File: src/rtl/word_byte_sender.sv
// Drains WORDS_PER_BLOCK 32-bit words from the send FIFO and hands them to a
// UART transmitter one byte at a time, with a one-cycle done pulse per block.
`timescale 1ns/1ps

// state   | meaning
// IDLE    | waiting for In_enable
// FETCH   | waiting for a non-empty FIFO, then strobe rd_en once
// LATCH   | rd_en cycle; FIFO data appears on the following cycle
// SEND    | wait for TX idle, then present byte and pulse tx_start
// ARM     | skip the cycle before TX raises busy
// WAIT_TX | wait for TX to finish the byte
// NEXT    | advance byte / word counters
// DONE    | pulse Out_done, return to IDLE
module word_byte_sender #(
    parameter int TCQ             = 1,
    parameter int WORDS_PER_BLOCK = 4,
    parameter bit MSB_FIRST       = 1'b1
) (
    input  logic        Clk,
    input  logic        Rst,
    input  logic        In_enable,
    output logic        Out_done,
    input  logic        In_snd_empty,
    input  logic [31:0] In_snd_dout,
    output logic        Out_snd_rd_en,
    output logic [7:0]  Out_tx_data,
    output logic        Out_tx_start,
    input  logic        In_tx_busy
);

    typedef enum logic [2:0] {
        IDLE    = 3'd0,
        FETCH   = 3'd1,
        LATCH   = 3'd2,
        SEND    = 3'd3,
        ARM     = 3'd4,
        WAIT_TX = 3'd5,
        NEXT    = 3'd6,
        DONE    = 3'd7
    } state_t;

    localparam logic [7:0] WPB = 8'(WORDS_PER_BLOCK);

    // TCQ is the simulation register-update delay;
    // the registers here update with zero delay.
    if (TCQ < 0) begin : g_tcq_negative
    end

    state_t      state;
    logic [31:0] word_reg;
    logic [7:0]  word_cnt;
    logic [1:0]  byte_cnt;

    logic [31:0] cur_word;
    logic [1:0]  lane;
    logic [7:0]  sel_byte;

    // The FIFO presents the word in the first SEND cycle, so byte 0 comes
    // straight from In_snd_dout and the word register is loaded as it goes out.
    assign cur_word = (byte_cnt == 2'd0) ? In_snd_dout : word_reg;
    assign lane     = MSB_FIRST ? (2'd3 - byte_cnt) : byte_cnt;

    always_comb begin
        sel_byte = 8'h00;
        case (lane)
            2'd0: sel_byte = cur_word[7:0];
            2'd1: sel_byte = cur_word[15:8];
            2'd2: sel_byte = cur_word[23:16];
            2'd3: sel_byte = cur_word[31:24];
            default: sel_byte = 8'h00;
        endcase
    end

    always_ff @(posedge Clk) begin
        if (Rst) begin
            state         <= IDLE;
            Out_done      <= 1'b0;
            Out_snd_rd_en <= 1'b0;
            Out_tx_start  <= 1'b0;
            Out_tx_data   <= 8'h00;
            word_reg      <= 32'h0;
            word_cnt      <= 8'h00;
            byte_cnt      <= 2'd0;
        end else begin
            Out_done      <= 1'b0;
            Out_snd_rd_en <= 1'b0;
            Out_tx_start  <= 1'b0;
            case (state)
                IDLE: begin
                    if (In_enable) begin
                        word_cnt <= 8'h00;
                        byte_cnt <= 2'd0;
                        state    <= FETCH;
                    end
                end
                FETCH: begin
                    if (!In_snd_empty) begin
                        Out_snd_rd_en <= 1'b1;
                        state         <= LATCH;
                    end
                end
                LATCH: begin
                    state <= SEND;
                end
                SEND: begin
                    if (!In_tx_busy) begin
                        Out_tx_data  <= sel_byte;
                        Out_tx_start <= 1'b1;
                        if (byte_cnt == 2'd0) begin
                            word_reg <= In_snd_dout;
                        end
                        state <= ARM;
                    end
                end
                ARM: begin
                    state <= WAIT_TX;
                end
                WAIT_TX: begin
                    if (!In_tx_busy) begin
                        state <= NEXT;
                    end
                end
                NEXT: begin
                    if (byte_cnt != 2'd3) begin
                        byte_cnt <= byte_cnt + 2'd1;
                        state    <= SEND;
                    end else begin
                        byte_cnt <= 2'd0;
                        word_cnt <= word_cnt + 8'd1;
                        state    <= ((word_cnt + 8'd1) == WPB) ? DONE : FETCH;
                    end
                end
                DONE: begin
                    Out_done <= 1'b1;
                    state    <= IDLE;
                end
                default: begin
                    state <= IDLE;
                end
            endcase
        end
    end

endmodule
File: config.mk
export PLATFORM = sky130hd
export DESIGN_NAME = word_byte_sender
export DESIGN_NICKNAME = d
export VERILOG_FILES = /design/src/rtl/word_byte_sender.sv
export SDC_FILE = /design/constraint.sdc
export NUM_CORES = 1
export LEC_CHECK = 0
export CAP_MARGIN = 10
export CORE_MARGIN = 1.5
export CORE_UTILIZATION = 46
export CTS_CLUSTER_DIAMETER = 200
export DETAILED_ROUTE_END_ITERATION = 10
export PLACE_DENSITY = 0.71
export SYNTH_ARGS = -nofsm -noshare
export SYNTH_HDL_FRONTEND = slang
export SYNTH_SLANG_ARGS = --single-unit
File: constraint.sdc
create_clock -name Clk -period 1.6 [get_ports Clk]
set_input_delay 0.4 -clock Clk [delete_from_list [all_inputs] [get_ports Clk]]
set_output_delay 0.4 -clock Clk [all_outputs]
set_load 0.005 [all_outputs]
# After elaboration in Yosys (flattened, before gate mapping)
# Index checks and enable logic that the tools add are counted.
[totals]
ff_bits = 56
latch_bits = 0
mem_bits_rw = 0
romBits = 0
in_bits = 37
out_inout_bits = 11
elab_cells = 59
memories = 0
[classes]
n_addsub = 3
mul = 0
div_mod_pow = 0
n_lt_le_gt_ge = 0
n_eq_ne = 17
shift = 0
mux = 18
n_bitwise = 3
reduce_logical = 10
[ops]
columns = ["operator", "n"]
rows = [
  ["32-bit two-way mux", 1],
  ["8-bit one-hot mux with 4 select lines", 1],
  ["3-bit one-hot mux with 8 select lines", 1],
  ["3-bit two-way mux", 6],
  ["8-bit two-way mux", 2],
  ["8-bit one-hot mux with 2 select lines", 1],
  ["3-bit equality test, second input constant", 4],
  ["2-bit != test, second input constant", 6],
  ["8-bit by 1-bit adder with 8-bit output, second input constant", 1],
  ["8-bit by 3-bit equality test with 1-bit output, second input constant", 1],
  ["3-bit by 2-bit equality test with 1-bit output, second input constant", 2],
  ["2-bit equality test, second input constant", 2],
  ["2-bit zero test", 2],
  ["2-bit two-way mux", 2],
  ["2-bit one-hot mux with 2 select lines", 1],
  ["2-bit AND reduction", 2],
  ["4-bit AND reduction", 1],
  ["2-bit OR reduction", 2],
  ["3-bit by 1-bit equality test with 1-bit output, second input constant", 1],
  ["3-bit zero test", 1],
  ["1-bit two-way mux", 3],
  ["1-bit inverter", 3],
  ["3-bit AND reduction", 1],
  ["2-bit by 1-bit adder with 2-bit output, second input constant", 1],
  ["other kinds (3)", 3],
]

# Longest topological paths before layout
# Gate-level depths: netlist of run 1.
[logic_depth]
depth_word = 5
depth_mapped = 8
depth_no_buf = 6

# Least setup slack after synthesis of run 1
# OpenSTA, ideal clock, no wires.
[synth_path]
kind = "reg-to-reg"
start = "register word_cnt[0]"
end = "register state[1]"
setup_time_ns = 0.081
arrival_ns = 1.505
t_required_ns = 1.519
setup_slack_ns = 0.014
stages_incl_launch_ff = 6
n_path_buf = 0
synth_period_minus_slack_ns = 1.586
cell_sequence = "dfxtp_1 -> ha_1 -> or4b_1 -> o21ai_0 -> o221ai_1 -> a41oi_1"
[synth_between]
elab_chain_len = 5
[synth_lines]
columns = ["element", "line", "rtl"]
rows = [
  ["start: declaration", "51", "logic [7:0] word_cnt;"],
  ["start signal: assignment", "129", "word_cnt <= word_cnt + 8'd1;"],
  ["8-bit by 1-bit adder with 8-bit output", "130", "state <= ((word_cnt + 8'd1) == WPB) ? DONE : FETCH;"],
  ["8-bit by 3-bit equality test with 1-bit output", "130", ""],
  ["3-bit two-way mux", "130", ""],
  ["3-bit two-way mux", "124", "if (byte_cnt != 2'd3) begin"],
  ["3-bit one-hot mux with 8 select lines", "88", "case (state)"],
  ["end signal: assignment", "130", ""],
  ["end: declaration", "49", "state_t state;"],
]
# No other way between the ends.
# A chain may end at the register's enable or synchronous reset.

# Worst setup path in the final report of run 1
[layout_path]
start = "input In_tx_busy"
end = "register Out_tx_data[0]"
[layout_between]
elab_chain_len = 2
[layout_lines]
columns = ["element", "line", "rtl"]
rows = [
  ["start: declaration", "28", "input logic In_tx_busy"],
  ["1-bit inverter (no source line)", "--", ""],
  ["2-bit AND reduction (no source line)", "--", ""],
  ["end signal: assignment", "107", "Out_tx_data <= sel_byte;"],
  ["end: declaration", "26", "output logic [7:0] Out_tx_data,"],
]
# No other way between the ends.

==> metrics.csv, run 1 <==
metric;value;unit
Syn Nets;359;
Synth Warn #;0;
worst setup path class;in2reg;
Max Cap Viol;0;
first-pass GRT wire length;9850;µm
Port Buffers;47;
worst vdd ir;0.518;mV
H-tree depth;2;
flip-flop and latch area;977;µm²
TritonCTS Buffers;5;
# hold bufs at CTS;0;
DR DRC count;0;
initial antenna violation count;0;
post-synthesis sequential area ratio;40.0;%
clock sink count;48;
Critical Path RT;1.83;ns
Reg clk slew, reported paths;0.09;ns
Final Slew Violations;0;
Worst setup EP type;register;
count of cell types in the netlist;45;
Antenna Violating Nets Remaining;0;
clk_lat worst skew;0.31;ns
RSZ-0062 raised after global routing;true;
Async S/R FF share, synth;0;%
Nets;426;
status;completed;
Synth Instances;316;
Final period util;98.4;%
GPL Wtd Cong;0.870;
Placed Instance Area;0.00312;mm²
DPL Wire Length;4370;µm
fin crit period;1.57;ns
vias in the first global route;2243;
multi-input logic area;0.00143;mm²
Relative slew margins;62.4;%
CP arrival;1.80;ns
fin area;0.00344;mm²
Startpoint Class;primary input;
DP Worst Slack;-0.312;ns
area delta synth->final;43.1;%
Netlist Area Pre-Place;0.00240;mm²
I/O Pins;48;
crit path max fanout;8;
initial drt markers;88;
most used flip-flop cell after synthesis;dfxtp_1;
ratio of cells with drive above 1 in the final layout;21.9;%
final hold violation count;0;
max FFs per register;24;
CTS tree;yes;
largest net degree at the start of global routing;23;
setup violators final;0;
Antenna Cells;0;
syn_area_per_cell;7.61;µm²
setup ws final;0.0253;ns
via/cell ratio;5.50;
Worst-Margin Slew;0.562;ns
initial core utilization;47.4;%
final core occ;67.8;%
pwr dens;705;mW/mm²
grt total ovfl;0;
Lkg Pwr;0.00123;µW
clk buf depth;2;
DR WL/cell;13.9;µm
r2r setup slk;0.03;ns
drt first pass iters;4;
min-delay worst type;reg2reg;
skew final;0.00437;ns
routed via count;2495;
chip width;75.3;µm
Root Driver;clkbuf_8;
Rows;26;
Synth Register Bits;48;
FMAX;635;MHz
EDFF count, synth;0;
standard cell core area;0.00507;mm²
WL final;6320;µm
die height;75.3;µm
Fill cells;456;
Die ar.;0.00567;mm²
gr usage total;23.0;%
==> stage by stage <==
| step | TNS, ns | hold WS (ns) | std cells | power [µW] |
|---|---|---|---|---|
| after global placement | -9.67 | 0.442 | 442 | 1480 |
| after global routing | -0.485 | 0.476 | 454 | 2500 |
| after floorplan | 0 | 0.436 | 316 | 1330 |
| final | 0 | 0.459 | 454 | 2430 |
| after detailed placement | -10.12 | 0.447 | 442 | 1480 |
| after CTS | 0 | 0.459 | 451 | 2420 |
==> kinds of logic (layout without fill, tap and decap cells) <==
family | after synthesis | count (layout) | synth area share [%]
muxes | 1 | 1 | 0.416
adders and majority gates | 6 | 6 | 3.12
and+or+nand+nor | 124 | 124 | 24.2
buffers and inverters | 33 | 101 | 5.88
AOI/OAI and AO/OA | 104 | 104 | 26.4
DFF | 48 | 48 | 40.0
==> final cells by class <==
cell class,count,share of cell area [%]
timing repair inverter,1,0.146
multi-input combinational,235,41.7
sequential,48,28.4
tap,70,2.55
clock buffer,7,2.80
clock inverter,1,0.873
inverter,7,0.873
timing repair buffer,85,22.7
==> synthesized netlist by cell type (2+ instances only) <==
cell type | number | area (µm²)
o22ai_1 | 4 | 25.0
nand3_1 | 4 | 20.0
a221o_1 | 4 | 40.0
a21o_1 | 2 | 15.0
o21ai_0 | 27 | 135
a22oi_1 | 5 | 37.5
a211o_1 | 2 | 17.5
a21oi_1 | 40 | 200
a311oi_1 | 2 | 17.5
or3b_2 | 2 | 17.5
nor2_1 | 14 | 52.6
nand4_1 | 3 | 18.8
a221oi_1 | 8 | 70.1
dfxtp_1 | 48 | 961
buf_2 | 8 | 40.0
ha_1 | 6 | 75.1
buf_1 | 2 | 7.51
nor2b_1 | 9 | 56.3
a31oi_1 | 2 | 12.5
nand2_1 | 68 | 255
clkbuf_1 | 15 | 56.3
or4_1 | 2 | 15.0
a211oi_1 | 2 | 15.0
nor3_1 | 9 | 45.0
nor4_1 | 2 | 12.5
inv_1 | 7 | 26.3
==> where the power goes <==
part           total, µW  switching (µW)  internal [µW]
Clock                962             411            552
Sequential          1220            16.7           1200
Combinational        243            98.3            144
Total               2430             526           1900
==> layer usage <==
metal / GRT usage [%] / wire, µm / share of wire (%)
met3: 6.02 / 262 / 4.1
met5: 0 / 0 / 0
met1: 29.3 / 2930 / 46
met4: 7.94 / 68 / 1.1
met2: 37.8 / 3060 / 48
==> worst max-delay path, stage by stage <==
cell and delay (ns):
clkdlybuf4s50_1 0.48, and4bb_2 0.28, nor2_1 0.45, nand2_1 0.09, o21ai_0 0.10
==> final timing paths <==
path	depth (start not counted)	end	startpoint
max	5	Out_tx_data[0]	In_tx_busy
min	2	word_reg[7]	word_reg[7]
max reg2reg	6	word_cnt[4]	byte_cnt[0]
min reg2reg	2	word_reg[7]	word_reg[7]
==> cells in the final DEF (no fill, tap or decap), types with 2 or more instances in the layout <==
cell type        synthesis  final
a211o_1                  2      2
a211oi_1                 2      2
a21o_1                   2      2
a21oi_1                 40     40
a221o_1                  4      4
a221oi_2                 0      7
a22oi_2                  0      4
a311oi_1                 2      2
a31oi_1                  2      2
buf_4                    0     34
buf_6                    1      3
clkbuf_8                 0      7
clkdlybuf4s50_1          0     47
dfxtp_1                 48     39
dfxtp_2                  0      7
dfxtp_4                  0      2
ha_1                     6      2
ha_2                     0      2
ha_4                     0      2
inv_1                    7      6
nand2_1                 68     68
nand3_1                  4      3
nand4_1                  3      3
nor2_1                  14     13
nor2b_1                  9      9
nor3_1                   9      7
nor3_2                   0      2
nor4_1                   2      2
o21ai_0                 27     18
o21ai_1                  1     10
o22ai_1                  4      4
or3b_4                   0      3
or4_1                    2      2
==> what timing repair did <==
action / in CTS / in global routing
pin swaps: 1 / 8
gates resized for setup: 9 / 42
endpoints found under the setup margin: 14 / 46
setup buffers: 1 / 2
cloned: 0 / 1
Power figures use the tool's default switching activity.
==> inputs of run 2 (changes only) <==
CORE_UTILIZATION = 50   (was 46)
CTS_CLUSTER_DIAMETER = 40   (was 200)
DONT_BUFFER_PORTS = 1   (was unset)
PLACE_DENSITY = 0.64   (was 0.71)
==> run 2 against run 1 <==
Against the previous run:
- flip-flop and latch count stayed put
- global-route usage up 0.62 points
- register-to-register slack gained 0.03 ns
- worst setup slack improved by 0.030 ns
- sequential share of layout area grew 5.7 points
- via count shrank 9.5%
- die area is 7.7% lower
- critical path type is now reg2reg
- largest power group unchanged
- highest routed layer unchanged
==> metrics.csv, run 2 (synthesized netlist as in run 1, its figures left out) <==
metric;value;unit
Final Slew Violations;0;
grt total ovfl;0;
worst setup path class;reg2reg;
ratio of cells with drive above 1 in the final layout;17.5;%
DR WL/cell;16.2;µm
Relative slew margins;76.0;%
fin crit period;1.54;ns
initial antenna violation count;0;
die height;72.3;µm
DPL Wire Length;4250;µm
GPL Wtd Cong;0.861;
area delta synth->final;17.9;%
WL final;6140;µm
worst r2r src;byte_cnt[1];
CP arrival;1.78;ns
crit-path cells;ha_2 > nand4b_1 > buf_4 > or3b_2 > a21oi_1;
Final period util;96.5;%
Max Cap Viol;0;
FF-to-FF path depth;5;
skew final;0.00460;ns
Startpoint Class;register;
setup ws final;0.0554;ns
clk_lat worst skew;0.30;ns
setup TNS;0;ns
logic gate share of total power;4.8;%
CTS tree;yes;
Worst setup EP type;register;
pwr dens;830;mW/mm²
routed via count;2259;
Antenna Violating Nets Remaining;0;
vias in the first global route;1973;
r2r setup slk;0.06;ns
initial drt markers;126;
worst vdd ir;0.623;mV
TritonCTS Buffers;5;
DP Worst Slack;-0.115;ns
setup violators final;0;
total net switching power;475;µW
worst r2r dst;word_cnt[4];
sequential share of power;51.8;%
Clk pwr share;43.4;%
# hold bufs at CTS;0;
cell-internal power;1880;µW
H-tree depth;2;
status;completed;
clk buf depth;2;
Placed Cells;371;
hold_sp;Rst;
gr usage total;23.6;%
WP depth;5;
chip width;72.3;µm
commonest cells after routing, fill and taps aside;68 x nand2_1, 46 x dfxtp_1, 40 x a21oi_1, 25 x o21ai_0, 24 x buf_4;
Port Buffers;0;
Critical Path RT;1.84;ns
DR DRC count;0;
largest net degree at the start of global routing;41;
FMAX;647;MHz
Worst-Margin Slew;0.361;ns
I/O Pins;48;
standard cell core area;0.00466;mm²
via/cell ratio;5.94;
first-pass GRT wire length;9700;µm
buffers and inverters on the worst path;1;
Nets;369;
worst setup path startpoint;byte_cnt[1];
final std cells w/o fill;380;
Antenna Cells;0;
clock sink count;48;
Lkg Pwr;0.00100;µW
family with the most delay on the worst path;simple AND/OR/NAND/NOR gates;
commonest non-fill, non-tap cell in the layout;nand2_1;
Root Driver;clkbuf_8;
Reg clk slew, reported paths;0.09;ns
Slowest-stage cell, CP;or3b_2;
initial core utilization;51.6;%
crit path max fanout;5;
Rows;25;
Die ar.;0.00523;mm²
drt first pass iters;4;
Max stage delay on crit path;0.45;ns
Net Sw Frac;20.2;%
min-delay worst type;in2reg;
final hold violation count;0;
max FFs per register;24;
CP Capture Point;word_cnt[4];
## run 2: through the flow
step / hold WS, ns / area, µm² / total power [µW] / util [%]
CTS: 0.151 / 2750 / 2370 / 59.0
global placement: 0.439 / 2600 / 1350 / 55.7
global route: 0.142 / 2830 / 2430 / 60.8
floorplan: 0.436 / 2400 / 1330 / -
finish: 0.154 / 2830 / 2350 / 60.8
detailed placement: 0.444 / 2600 / 1360 / 55.7
## run 2: timing repair
action	4_1_cts	5_1_grt
setup buffers	0	1
endpoints found under the hold margin	0	0
pin swaps	0	2
resized for setup	7	16
gates cloned	0	1
endpoints found under the setup margin	11	27
## run 2: worst register-to-register path, delay by kind of cell (launching register included)
family | cells | cell delay (ns)
AO/OA/AOI/OAI | 1 | 0.15
adder cells (fa/ha/maj) | 1 | 0.22
AND/OR/NAND/NOR | 2 | 0.55
flip-flops | 1 | 0.38
buffers and inverters | 1 | 0.18
## run 2: layout make-up
cell class,instances,area [µm²]
clock buffer,5,68.8
multi-input combinational,235,1390
sequential,48,966
timing repair buffer,28,251
inverter,7,30.0
fill,425,1830
timing repair inverter,1,5.00
clock inverter,2,60.1
tap,54,67.6
## run 2: metal layers
layer | share of wire [%] | vias up | global-route usage (%)
met5 | 0 | - | 0
met4 | 0.96 | 0 | 6.92
met3 | 8.0 | 7 | 5.69
met2 | 40 | 63 | 30.7
met1 | 51 | 1052 | 37.8
li1 | - | 1137 | -
## run 2: power groups by stage
stage	clock network, µW	registers, µW	logic [µW]
floorplan	0	1240	86.6
global placement	0	1250	108
detailed placement	0	1250	110
CTS	1040	1220	110
global route	1090	1220	126
finish	1020	1220	114
## run 2: how the worst min path moves through the flow
stage          slack [ns]  cells past startpoint            to
2_1_floorplan        0.44                      2  word_reg[10]
3_3_place_gp         0.44                      2   word_reg[7]
3_5_place_dp         0.44                      2   word_reg[6]
4_1_cts              0.15                      1   word_reg[1]
5_1_grt              0.14                      1   byte_cnt[1]
6_report             0.15                      1      state[0]
